## config.mk

```make
export PLATFORM = sky130hd
export DESIGN_NAME = input_sync_bank
export DESIGN_NICKNAME = d
export VERILOG_FILES = /design/src/rtl/input_sync_bank.sv
export SDC_FILE = /design/constraint.sdc
export NUM_CORES = 1
export LEC_CHECK = 0
export ABC_AREA = 1
export CORE_AREA = 2 2 39 41
export DETAILED_ROUTE_END_ITERATION = 6
export DIE_AREA = 0 0 41 43
export PLACE_DENSITY = 0.52
export SLEW_MARGIN = 5
export SYNTH_ARGS = -nofsm -noshare
export SYNTH_HDL_FRONTEND = slang
export SYNTH_SLANG_ARGS = --single-unit
```

## constraint.sdc

```tcl
create_clock -name clk -period 1 [get_ports clk]
set_input_delay 0.2 -clock clk [delete_from_list [all_inputs] [get_ports clk]]
set_output_delay 0.2 -clock clk [all_outputs]
set_load 0.005 [all_outputs]
```

## src/rtl/input_sync_bank.sv

```systemverilog
// input_sync_bank: per-channel flop-chain synchroniser with rise/fall pulses.
// Define INPUT_SYNC_FILTER_EN to add the per-channel glitch filter.
module input_sync_bank #(
  parameter int unsigned      WIDTH      = 2,
  parameter int unsigned      STAGES     = 2,
  parameter int unsigned      FILTER_LEN = 4,
  parameter logic [WIDTH-1:0] RESET_VAL  = {WIDTH{1'b0}}
) (
  input  logic             clk,
  input  logic             rst_n,
  input  logic [WIDTH-1:0] in,
  output logic [WIDTH-1:0] out,
  output logic [WIDTH-1:0] rise,
  output logic [WIDTH-1:0] fall
);

  (* keep *) logic [WIDTH-1:0] sync_q [STAGES];
  logic [WIDTH-1:0] sync_last;
  logic [WIDTH-1:0] out_cur;
  logic [WIDTH-1:0] out_d;
  logic [WIDTH-1:0] rise_q;
  logic [WIDTH-1:0] fall_q;

  // Synchroniser chain, reset to RESET_VAL so idle inputs give no pulse
  always_ff @(posedge clk or negedge rst_n) begin
    if (!rst_n) begin
      for (int k = 0; k < STAGES; k++) begin
        sync_q[k] <= RESET_VAL;
      end
    end else begin
      sync_q[0] <= in;
      for (int k = 1; k < STAGES; k++) begin
        sync_q[k] <= sync_q[k-1];
      end
    end
  end

  assign sync_last = sync_q[STAGES-1];

`ifdef INPUT_SYNC_FILTER_EN
  localparam int unsigned CW = $clog2(FILTER_LEN + 1);
  localparam logic [CW-1:0] CntLast = CW'(FILTER_LEN - 1);

  logic [CW-1:0]    cnt_q [WIDTH];
  logic [CW-1:0]    cnt_d [WIDTH];
  logic [WIDTH-1:0] out_q;

  // Adopt the synced level once it has differed for FILTER_LEN cycles
  always_comb begin
    out_d = out_q;
    for (int i = 0; i < WIDTH; i++) begin
      cnt_d[i] = '0;
      if (sync_last[i] != out_q[i]) begin
        if (cnt_q[i] == CntLast) begin
          out_d[i] = sync_last[i];
        end else begin
          cnt_d[i] = cnt_q[i] + 1'b1;
        end
      end
    end
  end

  // Filter state; reset drops any pending change
  always_ff @(posedge clk or negedge rst_n) begin
    if (!rst_n) begin
      out_q <= RESET_VAL;
      for (int i = 0; i < WIDTH; i++) begin
        cnt_q[i] <= '0;
      end
    end else begin
      out_q <= out_d;
      for (int i = 0; i < WIDTH; i++) begin
        cnt_q[i] <= cnt_d[i];
      end
    end
  end

  assign out_cur = out_q;
`else
  localparam int unsigned unused_filter_len = FILTER_LEN;

  assign out_d   = sync_q[STAGES-2];
  assign out_cur = sync_last;
`endif

  // Pulses compare the level out is about to take with its present level
  always_ff @(posedge clk or negedge rst_n) begin
    if (!rst_n) begin
      rise_q <= '0;
      fall_q <= '0;
    end else begin
      rise_q <= out_d & ~out_cur;
      fall_q <= ~out_d & out_cur;
    end
  end

  assign out  = out_cur;
  assign rise = rise_q;
  assign fall = fall_q;

endmodule
```

==> flow_summary.json <==
{
  "status": "finished clean",
  "routabilityCongestion": 0.564,
  "layout.nets": 36,
  "htree_levels": 1,
  "worst_slack_ns": 0.0384,
  "vdd_drop_max_v": 0.000689,
  "synth_top_area_share_pct": 81.6,
  "grt_pass1_vias": 159,
  "num_vias": 153,
  "antenna_cells": 0,
  "rows": 14,
  "avgViaCountPerCell": 3.33,
  "worstPathCellList": "buf_2",
  "netlist_area_um2": 245,
  "coreArea_um2": 1380,
  "crit_buf_inv": 1,
  "seq_area_frac_synth_pct": 81.6,
  "pwr-share-comb_pct": 7.0,
  "yosys_warnings": 0,
  "worstReg2RegEnd": "fall[0]",
  "hpwl_um": 267,
  "drive_above_1_share_pct": 36.7,
  "min_path_type": "input pin to async pin",
  "worstSkewPairLatency_ns": 0.24,
  "fmax_ghz": 1.04,
  "stdcell_count": 46,
  "power_uw": 623,
  "cts.sinks": 8,
  "netSwitchingPower_uw": 120,
  "cpPeakStageDelay_ns": 0.38,
  "antenna_found_initial": 0,
  "clk_pin_slew_ns": 0.05,
  "die_x_um": 41,
  "io_pins": 10,
  "startpoint_type": "register",
  "crit_slowest_cell": "dfrtp_1",
  "clockRootBuffer": "clkbuf_4",
  "ys_ff_latch": 8,
  "grt_use_total_pct": 5.91,
  "critPathMaxFanout": 3,
  "netlist_instances": 18,
  "ant_nets": 0,
  "syn_avg_cell_area_um2": 13.6,
  "setup_violations": 0,
  "finalSetupTns_ns": 0,
  "dieHeight_um": 43,
  "area_delta_synth_final_pct": 41.8,
  "gr-total-overflow": 0,
  "cellLeakagePower_nw": 0.189,
  "grt_max_degree": 9,
  "rsz0062_at_grt": "yes",
  "first_iter_violations": 5,
  "syn_nets": 22,
  "wl_um": 352,
  "final-hold-violation-count": 0,
  "reg2reg_depth": 4,
  "synth_area_leaders": "dfrtp_1, buf_4, inv_1",
  "firstDrtPassIters": 2,
  "fin_crit_sh_pct": 96.2,
  "cp_data_required_time_ns": 0.80,
  "die_area_um2": 1760,
  "holdBufCountCts": 0,
  "cp_top_family": "flip-flops",
  "max_slew_margin_pct": 77.0,
  "rr_startpoint": "out[0]",
  "worstMarginPinSlew_ns": 0.343,
  "skew_ns": 0.000343,
  "grt_pass1_wl_um": 607,
  "p_sw_share_pct": 19.2,
  "wl_per_cell_um": 7.65,
  "p_per_area_nw_per_um2": 1790,
  "io_buffers": 9,
  "initial_core_util_pct": 17.7,
  "drcViolationCount": 0,
  "pwr-share-clk_pct": 37.1,
  "maxSlewViolCount": 0,
  "cts_tree": "done",
  "cap_violations": 0,
  "r2r_setup_slack_ns": 0.20,
  "p_int_uw": 503,
  "fin_crit_ns": 0.962,
  "cts_buffers": 3,
  "arrival_ns": 0.76,
  "worstSetupEndpointType": "output pin",
  "place_inst": 42,
  "power_frac_seq_pct": 55.9,
  "clk_path_buf_depth": 2,
  "yosys.cell_types.count": 4,
  "netlist.top_cell.by_area": "dfrtp_1",
  "pre_cts_ws_ns": -0.0534,
  "path_class": "register to output pin"
}
[cells by family after synthesis]
kind of cell	synth area share, %
flops	81.6
buf+inv	12.2
simple gates	6.12
[cell type report]
type / count / area [µm²]
Clock buffer: 3 / 22.5
Fill cell: 151 / 1040
Inverter: 4 / 15.0
Multi-Input combinational cell: 4 / 15.0
Sequential cell: 8 / 200
Tap cell: 16 / 20.0
Timing Repair Buffer: 11 / 75.1
[worst max path at each step]
stage | startpoint | endpoint | slack [ns] | cells after the start
final | out[1] | out[1] | 0.04 | 1
after global routing | out[1] | out[1] | -0.0008 | 1
after CTS | out[1] | out[1] | 0.03 | 1
after detailed placement | out[1] | out[1] | -0.05 | 1
after global placement | out[1] | out[1] | -0.04 | 1
after floorplan | out[0] | out[0] | 0.31 | 1
[what timing repair did]
item	4_1_cts	5_1_grt
gates resized for setup	23	0
endpoints found under the setup margin	6	1
buffers inserted	1	0
[flip-flops by register name (all words and copies together) (netlist names)]
register	flops
out	2
fall	2
out_d	2
rise	2
[power by group through the flow]
stage / Sequential (mW) / Combinational (mW) / Clock [mW]
global route: 0.349 / 0.0507 / 0.269
finish: 0.348 / 0.0436 / 0.231
floorplan: 0.354 / 0.0122 / 0
global placement: 0.353 / 0.0531 / 0
detailed placement: 0.354 / 0.0534 / 0
CTS: 0.348 / 0.0448 / 0.244
[per-stage QoR]
step	hold slack [ns]	cell area [µm²]	util, %
5_1_grt	0.238	348	25.1
4_1_cts	0.220	348	25.1
2_1_floorplan	-0.0956	245	-
3_3_place_gp	0.385	348	25.1
6_report	0.225	348	25.1
3_5_place_dp	0.393	348	25.1
[synth_stat cells]
| master | instances |
|---|---|
| nor2_1 | 4 |
| inv_1 | 4 |
| dfrtp_1 | 8 |
| buf_4 | 2 |
[per-layer routing]
metal	part of all wire, %	vias up	wire length (µm)	GRT usage (%)
met5	0	-	0	0
li1	-	72	-	-
met2	41	12	145	7.50
met1	36	69	128	5.39
met3	22	0	78	7.85
met4	0	0	0	2.00
[placed cells by master, fill, tap and decap left out]
cell type,n
clkdlybuf4s50_1,3
buf_4,2
buf_2,6
nor2_1,4
clkbuf_4,3
inv_1,4
dfrtp_1,8
No activity file was read; power rests on OpenSTA's default activity.
